===== config.mk =====
export PLATFORM = sky130hd
export DESIGN_NAME = control_sequencer
export DESIGN_NICKNAME = d
export VERILOG_FILES = /design/src/rtl/control_sequencer.sv
export SDC_FILE = /design/constraint.sdc
export NUM_CORES = 1
export LEC_CHECK = 0
export CAP_MARGIN = 15
export CORE_MARGIN = 1
export CORE_UTILIZATION = 29
export CTS_BUF_LIST = sky130_fd_sc_hd__clkbuf_4
export CTS_CLUSTER_SIZE = 16
export DETAILED_ROUTE_END_ITERATION = 7
export PLACE_DENSITY = 0.84
export SYNTH_ARGS = -nofsm -noshare
export SYNTH_HDL_FRONTEND = slang
export SYNTH_SLANG_ARGS = --single-unit

===== constraint.sdc =====
create_clock -name clk -period 3.7 [get_ports clk]
set_input_delay 0.555 -clock clk [delete_from_list [all_inputs] [get_ports clk]]
set_output_delay 0.555 -clock clk [all_outputs]
set_load 0.01 [all_outputs]

===== src/rtl/control_sequencer.sv =====
// control_sequencer: hardwired control unit for the 32-bit bus datapath.
// It sequences the fetch (T0-T2) and the register-register ALU execute (T3-T5)
// cycles, and it decodes IR into bus-source, load-enable and ALU strobes.
//
// Ports:
//   clk, reset      rising-edge clock; asynchronous active-high reset to IDLE
//   run             1 = run continuously, 0 = stop after the current instruction
//   step            (SINGLE_STEP_EN only) advances one instruction out of PAUSE
//   ir              IR contents: opcode [31:27], ra [26:23], rb [22:19], rc [18:15]
//   PCout, Zlowout, MDRout                     bus source enables
//   PC_in, IR_in, Y_in, Z_in, MAR_in, MDR_in   register load enables
//   Inc_PC, read                               PC increment, memory read
//   r_in, r_out     one-hot general register load / bus drive strobes
//   ALU_select      ALU operation code (opcode during T4, else 0)
//   busy, halted    status; illegal pulses in T3 on an undefined opcode
//
// Optional feature macro: SINGLE_STEP_EN adds the step input and a PAUSE state
// that is entered after every completed instruction.
//
// Outputs are a Moore decode of the state, so an asynchronous reset clears
// them at once. The decode reads ir directly because IR is stable after T2.

module control_sequencer #(
  parameter int unsigned MEM_WAIT = 0,
  parameter int unsigned NUM_REGS = 16
) (
  input  logic                clk,
  input  logic                reset,
  input  logic                run,
`ifdef SINGLE_STEP_EN
  input  logic                step,
`endif
  input  logic [31:0]         ir,
  output logic                PCout,
  output logic                Zlowout,
  output logic                MDRout,
  output logic                PC_in,
  output logic                IR_in,
  output logic                Y_in,
  output logic                Z_in,
  output logic                MAR_in,
  output logic                MDR_in,
  output logic                Inc_PC,
  output logic                read,
  output logic [NUM_REGS-1:0] r_in,
  output logic [NUM_REGS-1:0] r_out,
  output logic [4:0]          ALU_select,
  output logic                busy,
  output logic                halted,
  output logic                illegal
);

  localparam int unsigned IDX_W  = (NUM_REGS > 1) ? $clog2(NUM_REGS) : 1;
  localparam int unsigned WAIT_W = 3;
  localparam logic [4:0]  OP_ALU_MAX = 5'd12;
  localparam logic [4:0]  OP_HALT    = 5'b11011;

  typedef enum logic [3:0] {
    S_IDLE, S_T0, S_T1, S_T2, S_T3, S_T4, S_T5, S_HALT
`ifdef SINGLE_STEP_EN
    , S_PAUSE
`endif
  } state_t;

  state_t            state, state_nxt;
  logic [WAIT_W-1:0] wait_cnt;

  logic [4:0] opcode;
  logic       op_alu;
  logic       op_halt;
  logic       unused_ir;

  assign opcode    = ir[31:27];
  assign op_alu    = (opcode <= OP_ALU_MAX);
  assign op_halt   = (opcode == OP_HALT);
  assign unused_ir = ^ir[14:0];

  // Register field to strobe index, reduced modulo NUM_REGS.
  function automatic logic [IDX_W-1:0] reg_idx(input logic [3:0] field);
    return IDX_W'(32'(field) % NUM_REGS);
  endfunction

  // State register.
  always_ff @(posedge clk or posedge reset) begin
    if (reset) state <= S_IDLE;
    else       state <= state_nxt;
  end

  // Counts T1 cycles so the memory read can be stretched by MEM_WAIT.
  always_ff @(posedge clk or posedge reset) begin
    if (reset)                                               wait_cnt <= '0;
    else if (state == S_T1 && wait_cnt != WAIT_W'(MEM_WAIT)) wait_cnt <= wait_cnt + WAIT_W'(1);
    else                                                     wait_cnt <= '0;
  end

  // Next-state logic.
  always_comb begin
    state_t after_instr;
`ifdef SINGLE_STEP_EN
    after_instr = run ? S_PAUSE : S_IDLE;
`else
    after_instr = run ? S_T0 : S_IDLE;
`endif
    state_nxt = state;
    case (state)
      S_IDLE:  if (run) state_nxt = S_T0;
      S_T0:    state_nxt = S_T1;
      S_T1:    if (wait_cnt == WAIT_W'(MEM_WAIT)) state_nxt = S_T2;
      S_T2:    state_nxt = S_T3;
      S_T3: begin
        if (op_alu)       state_nxt = S_T4;
        else if (op_halt) state_nxt = S_HALT;
        else              state_nxt = after_instr;
      end
      S_T4:    state_nxt = S_T5;
      S_T5:    state_nxt = after_instr;
      S_HALT:  state_nxt = S_HALT;
`ifdef SINGLE_STEP_EN
      S_PAUSE: begin
        if (!run)      state_nxt = S_IDLE;
        else if (step) state_nxt = S_T0;
      end
`endif
      default: state_nxt = S_IDLE;
    endcase
  end

  // Output decode.
  always_comb begin
    PCout      = 1'b0;
    Zlowout    = 1'b0;
    MDRout     = 1'b0;
    PC_in      = 1'b0;
    IR_in      = 1'b0;
    Y_in       = 1'b0;
    Z_in       = 1'b0;
    MAR_in     = 1'b0;
    MDR_in     = 1'b0;
    Inc_PC     = 1'b0;
    read       = 1'b0;
    r_in       = '0;
    r_out      = '0;
    ALU_select = 5'd0;
    illegal    = 1'b0;
    busy       = (state != S_IDLE) && (state != S_HALT);
    halted     = (state == S_HALT);
    case (state)
      S_T0: begin
        PCout  = 1'b1;
        MAR_in = 1'b1;
        Inc_PC = 1'b1;
        Z_in   = 1'b1;
      end
      S_T1: begin
        read = 1'b1;
        // The incremented PC is written back only once per stretched read.
        if (wait_cnt == '0) begin
          Zlowout = 1'b1;
          PC_in   = 1'b1;
        end
        if (wait_cnt == WAIT_W'(MEM_WAIT)) MDR_in = 1'b1;
      end
      S_T2: begin
        MDRout = 1'b1;
        IR_in  = 1'b1;
      end
      S_T3: begin
        if (op_alu) begin
          r_out[reg_idx(ir[22:19])] = 1'b1;
          Y_in = 1'b1;
        end else if (!op_halt) begin
          illegal = 1'b1;
        end
      end
      S_T4: begin
        r_out[reg_idx(ir[18:15])] = 1'b1;
        ALU_select = opcode;
        Z_in       = 1'b1;
      end
      S_T5: begin
        Zlowout = 1'b1;
        r_in[reg_idx(ir[26:23])] = 1'b1;
      end
      default: ;
    endcase
  end

endmodule


==> results_dict.tcl, run 1 <==
set metrics [dict create \
    syn_area_um2 863.3 \
    ant_nets 0 \
    fin_crit_sh_pct 85.97 \
    cts_max_path_buffers 2 \
    gr-usage-all-layers_pct 19.71 \
    antenna_found_initial 0 \
    timing.hold.ws_ns 0.5264 \
    cts_tree "built" \
    diodes 0 \
    final_util_pct 56.73 \
    cts_setup_buffers 0 \
    p_leak_nw 0.5927 \
    clock_latency_ns 0.24 \
    synth-seq-cells 6 \
    setup_tns_ns 0 \
    nFillCells 265 \
    synth_edf_count 0 \
    drive_gt1_share_pct 5.319 \
    clk_pin_slew_ns 0.05 \
    dieWidth_um 56.56 \
    drtIter0Drc 46 \
    maxSlewViolCount 0 \
    ctsResizeCount 0 \
    status "finished clean" \
    fin_area_mm2 0.001578 \
    grt_first_pass_wirelength_um 5181 \
    wl_per_cell_um 13.88 \
    die_height_um 56.56 \
    crit_fanout 9 \
    yosysSeqAreaShare_pct 17.39 \
    rsz0062_at_grt "no" \
    end_kind "output pin" \
    start_kind "input port" \
    rows 19 \
    start_util_pct 31.04 \
    required_ns 3.14 \
    via_count 1186 \
    h-tree-depth 1 \
    crit_type "input port to output pin" \
    setup_viol 0 \
    dpl_cell_area_mm2 0.001555 \
    routed_wirelength_um 3040 \
    core_mm2 0.002781 \
    cp.arrival_ns 2.63 \
    synth_area_leader_cell "dfrtp_1" \
    viasPerCell 5.416 \
    register_area_um2 150.1 \
    cp-startpoint "ir[31]" \
    grt_start_max_net_pins 19 \
    tightest_slew_ns 0.4748 \
    firstDrtPassIters 5 \
    finalCriticalPeriod_ns 3.181 \
    numCtsBuffers 3 \
    p_per_area_mw_per_mm2 378.0 \
    slew_headroom_pct 68.35 \
    yosysTopAreaCellShare_pct 17.39 \
    cp_slowest_cell "clkdlybuf4s50_1" \
    io_buffer_count 70 \
    skew_ns 0.0001256 \
    path_buf_inv 2 \
    rr_startpoint "state[1]" \
    synth_area_per_cell_um2 7.019 \
    dieArea_mm2 0.003199 \
    ir_drop_uv 270.8 \
    cts_root_buf "clkbuf_4" \
    path_cells "clkdlybuf4s50_1, nor4b_2, nand2_1, o32ai_1, clkdlybuf4s50_1" \
    yosys_warnings 0 \
    drc 0 \
    cpLargestDelayFamily "buffers and inverters" \
    timing_hold_violations_final 0 \
    grt_pass1_vias 1169 \
    post-synth-top-count-cell "nor2_1" \
    async_flop_share_pct 100.0 \
    syn_nets 160 \
    grt.overflow.total 0 \
    maxCapViolations 0 \
    multi_input_area_um2 643.1 \
    cp_common_cell "clkdlybuf4s50_1" \
    cts_sinks 6 \
    io_pins 86 \
    synth_top_cells_by_count "18 x nor2_1, 11 x nand2b_1, 11 x o22ai_1, 7 x nor3_1" \
    max_freq_mhz 314.4 \
    synthFlopType "dfrtp_1" \
    ys_types 36 \
    hpwl_um 2493 \
    nNetsFinal 227 \
    gp_congestion 0.8776 \
    syn2layout_area_growth_pct 82.75 \
    syn_inst 123 \
    hp-class "input port to asynchronous set/reset pin" \
    cpPeakStageDelay_ns 0.61 \
    ctsHoldBuffers 0 \
    ys_top_cells_by_area "dfrtp_1 17%, nand2b_1 8.0%, o22ai_1 8.0%, nor2_1 7.8%, o32ai_1 6.1%" \
]
power breakdown:
part	internal (mW)	switching, mW
combinational	0.224	0.173
sequential	0.0822	0.0558
clock	0.0368	0.0248
total	0.343	0.254
per-layer routing:
layer / wire (µm) / global-route usage (%)
met5: 0 / 0
met4: 68 / 8.711
met3: 249 / 3.226
met2: 1407 / 32.77
met1: 1315 / 24.86
registers in the layout (all words and copies together) (netlist names):
signal / cells
wait_cnt: 3
state: 3
kinds of logic (layout without fill, tap and decap cells):
| family | count (synthesis) | count (layout) | synth area share [%] |
|---|---|---|---|
| mux | 1 | 1 | 1.159 |
| flops | 6 | 6 | 17.39 |
| compound gates | 25 | 25 | 20.15 |
| fa+ha+maj | 2 | 2 | 2.898 |
| simple gates | 75 | 75 | 50.29 |
| buf+inv | 14 | 79 | 8.116 |
final timing paths:
check                           cells past startpoint           to  slack [ns]
worst max-delay path                                5    r_out[10]        0.52
worst min-delay path                                2  wait_cnt[0]        0.53
worst max register to register                      3  wait_cnt[0]        2.21
worst min register to register                      2  wait_cnt[2]        0.56
max in group asynchronous                           2     state[2]        2.98
min in group clk                                    2  wait_cnt[2]        0.56
stage by stage:
step	total power [mW]	cells	worst slack, ns
after floorplan	0.3488	123	1.658
after global placement	0.5202	216	0.6119
after detailed placement	0.5336	216	0.5632
after CTS	0.5997	219	0.5496
after global routing	0.6395	219	0.3404
final	0.5964	219	0.5192
cell usage in the layout, fill, tap and decap left out, types with 2 or more instances in the layout:
master,netlist,final
a21oi_1,3,3
and2_1,6,6
and3_1,4,4
and4b_1,3,3
clkbuf_4,0,3
clkdlybuf4s50_1,0,70
dfrtp_1,6,6
ha_1,2,2
inv_1,6,6
nand2_1,6,6
nand2b_1,11,11
nand3_1,2,2
nand3b_1,2,2
nor2_1,18,18
nor3_1,7,7
o22ai_1,11,11
o32ai_1,6,6
or2_2,5,5
cell type report:
cell class | count | share of cell area [%]
repair buffers | 70 | 44.41
well taps | 31 | 2.458
multi-input cells | 103 | 40.76
flip-flops and latches | 6 | 9.516
inverters | 6 | 1.427
clock buffers | 3 | 1.427
No activity file was read; power rests on OpenSTA's default activity.
==> run 2: changes to the inputs <==
- CORE_MARGIN: 1 -> 4
- CTS_BUF_LIST: sky130_fd_sc_hd__clkbuf_4 -> sky130_fd_sc_hd__clkbuf_8
- CTS_CLUSTER_DIAMETER: not set -> 100
==> results_dict.tcl, run 2 (same netlist as run 1, synthesis figures left out) <==
set metrics [dict create \
    status "finished clean" \
    h-tree-depth 1 \
    die_height_um 62.56 \
    largest_registers "state (3), wait_cnt (3)" \
    clk_pin_slew_ns 0.03 \
    path_buf_inv 2 \
    io_pins 86 \
    dieWidth_um 62.56 \
    setup_viol 0 \
    antenna_found_initial 0 \
    gr-usage-all-layers_pct 16.71 \
    io_buffer_count 70 \
    gp_congestion 0.7582 \
    firstDrtPassIters 4 \
    end_kind "output pin" \
    use_met3_pct 4.856 \
    grt.overflow.total 0 \
    rsz0062_at_grt "no" \
    maxCapViolations 0 \
    cts_root_buf "clkbuf_8" \
    numCtsBuffers 3 \
    cts_sinks 6 \
    p_per_area_mw_per_mm2 396.5 \
    ant_nets 0 \
    cpLargestDelayFamily "buffers and inverters" \
    rows 19 \
    setup_slack_ns 0.5151 \
    drive_gt1_share_pct 5.319 \
    core_mm2 0.002805 \
    viasPerCell 5.502 \
    cts_max_path_buffers 2 \
    start_util_pct 30.78 \
    cp_common_cell "clkdlybuf4s50_1" \
    drtIter0Drc 110 \
    final_common_cell "clkdlybuf4s50_1" \
    max_freq_mhz 314.0 \
    diodes 0 \
    grtUsageMet1_pct 20.20 \
    finalCriticalPeriod_ns 3.185 \
    start_kind "input port" \
    drc 0 \
    hp-class "input port to asynchronous set/reset pin" \
    slew_headroom_pct 68.57 \
    clock_latency_ns 0.22 \
    p_leak_nw 0.6005 \
    path_cells "clkdlybuf4s50_1, nor4b_2, nand2_1, o32ai_1, clkdlybuf4s50_1" \
    timing_hold_violations_final 0 \
    layout_common_cells "70 x clkdlybuf4s50_1, 18 x nor2_1, 11 x nand2b_1, 11 x o22ai_1, 7 x nor3_1" \
    routed_wirelength_um 3283 \
    syn2layout_area_growth_pct 84.93 \
    maxSlewViolCount 0 \
    cts_setup_buffers 0 \
    required_ns 3.14 \
    cp.arrival_ns 2.63 \
    dieArea_mm2 0.003914 \
    cp_slowest_cell "clkdlybuf4s50_1" \
    ctsResizeCount 0 \
    cpPeakStageDelay_ns 0.60 \
    ir_drop_uv 205.4 \
    crit_type "input port to output pin" \
    grt_start_max_net_pins 19 \
    fin_crit_sh_pct 86.08 \
    grt_use_met2_pct 28.76 \
    ctsHoldBuffers 0 \
    busiest_layer "met2" \
    dpl_cell_area_mm2 0.001555 \
    fin_area_mm2 0.001597 \
    dpl_worst_slack_ns 0.5921 \
    grt_pass1_vias 1166 \
    wl_per_cell_um 14.99 \
    crit_fanout 9 \
    grt_first_pass_wirelength_um 5540 \
    nFillCells 276 \
    hpwl_um 2684 \
    via_count 1205 \
    tightest_slew_ns 0.4714 \
    setup_tns_ns 0 \
    nNetsFinal 227 \
    cts_tree "built" \
    skew_ns 0.0009661 \
]
-- run 2: path summary, 6_finish.rpt --
path	startpoint	end	slack (ns)	cells past startpoint
setup reg to reg	state[1]	state[0]	2.19	3
min in group clk	wait_cnt[2]	wait_cnt[2]	0.56	2
setup / recovery	ir[31]	r_out[6]	0.52	5
hold reg to reg	wait_cnt[2]	wait_cnt[2]	0.56	2
hold / removal	reset	state[2]	0.55	2
max in group asynchronous	reset	wait_cnt[2]	2.97	2
-- run 2: metrics by stage --
step           cells  power (mW)  utilization [%]  hold slack, ns
2_1_floorplan    123      0.3488                -          0.3460
3_5_place_dp     216      0.5363            55.44          0.5605
5_1_grt          219      0.6819            56.91          0.5683
3_3_place_gp     216      0.5232            55.44          0.5184
6_report         219      0.6331            56.91          0.5482
4_1_cts          219      0.6363            56.91          0.5534
-- run 2: per-layer routing --
layer | routed length, µm | vias to the layer above
met1 | 1352 | 559
met2 | 1632 | 62
li1 | - | 582
met5 | 0 | -
met3 | 282 | 2
met4 | 16 | 0
-- run 2: where the power goes --
group | internal [mW] | total [mW] | switching (mW)
Clock | 0.0696 | 0.0951 | 0.0255
Sequential | 0.0825 | 0.139 | 0.0568
Combinational | 0.224 | 0.399 | 0.175
Total | 0.376 | 0.633 | 0.257
-- run 2: area by class of cell --
type                       count  area (µm²)  area share (%)
timing repair buffer          70       700.7           43.89
multi-input combinational    103       643.1           40.28
sequential                     6       150.1           9.404
tap                           31       38.79           2.429
clock buffer                   3       41.29           2.586
inverter                       6       22.52           1.411
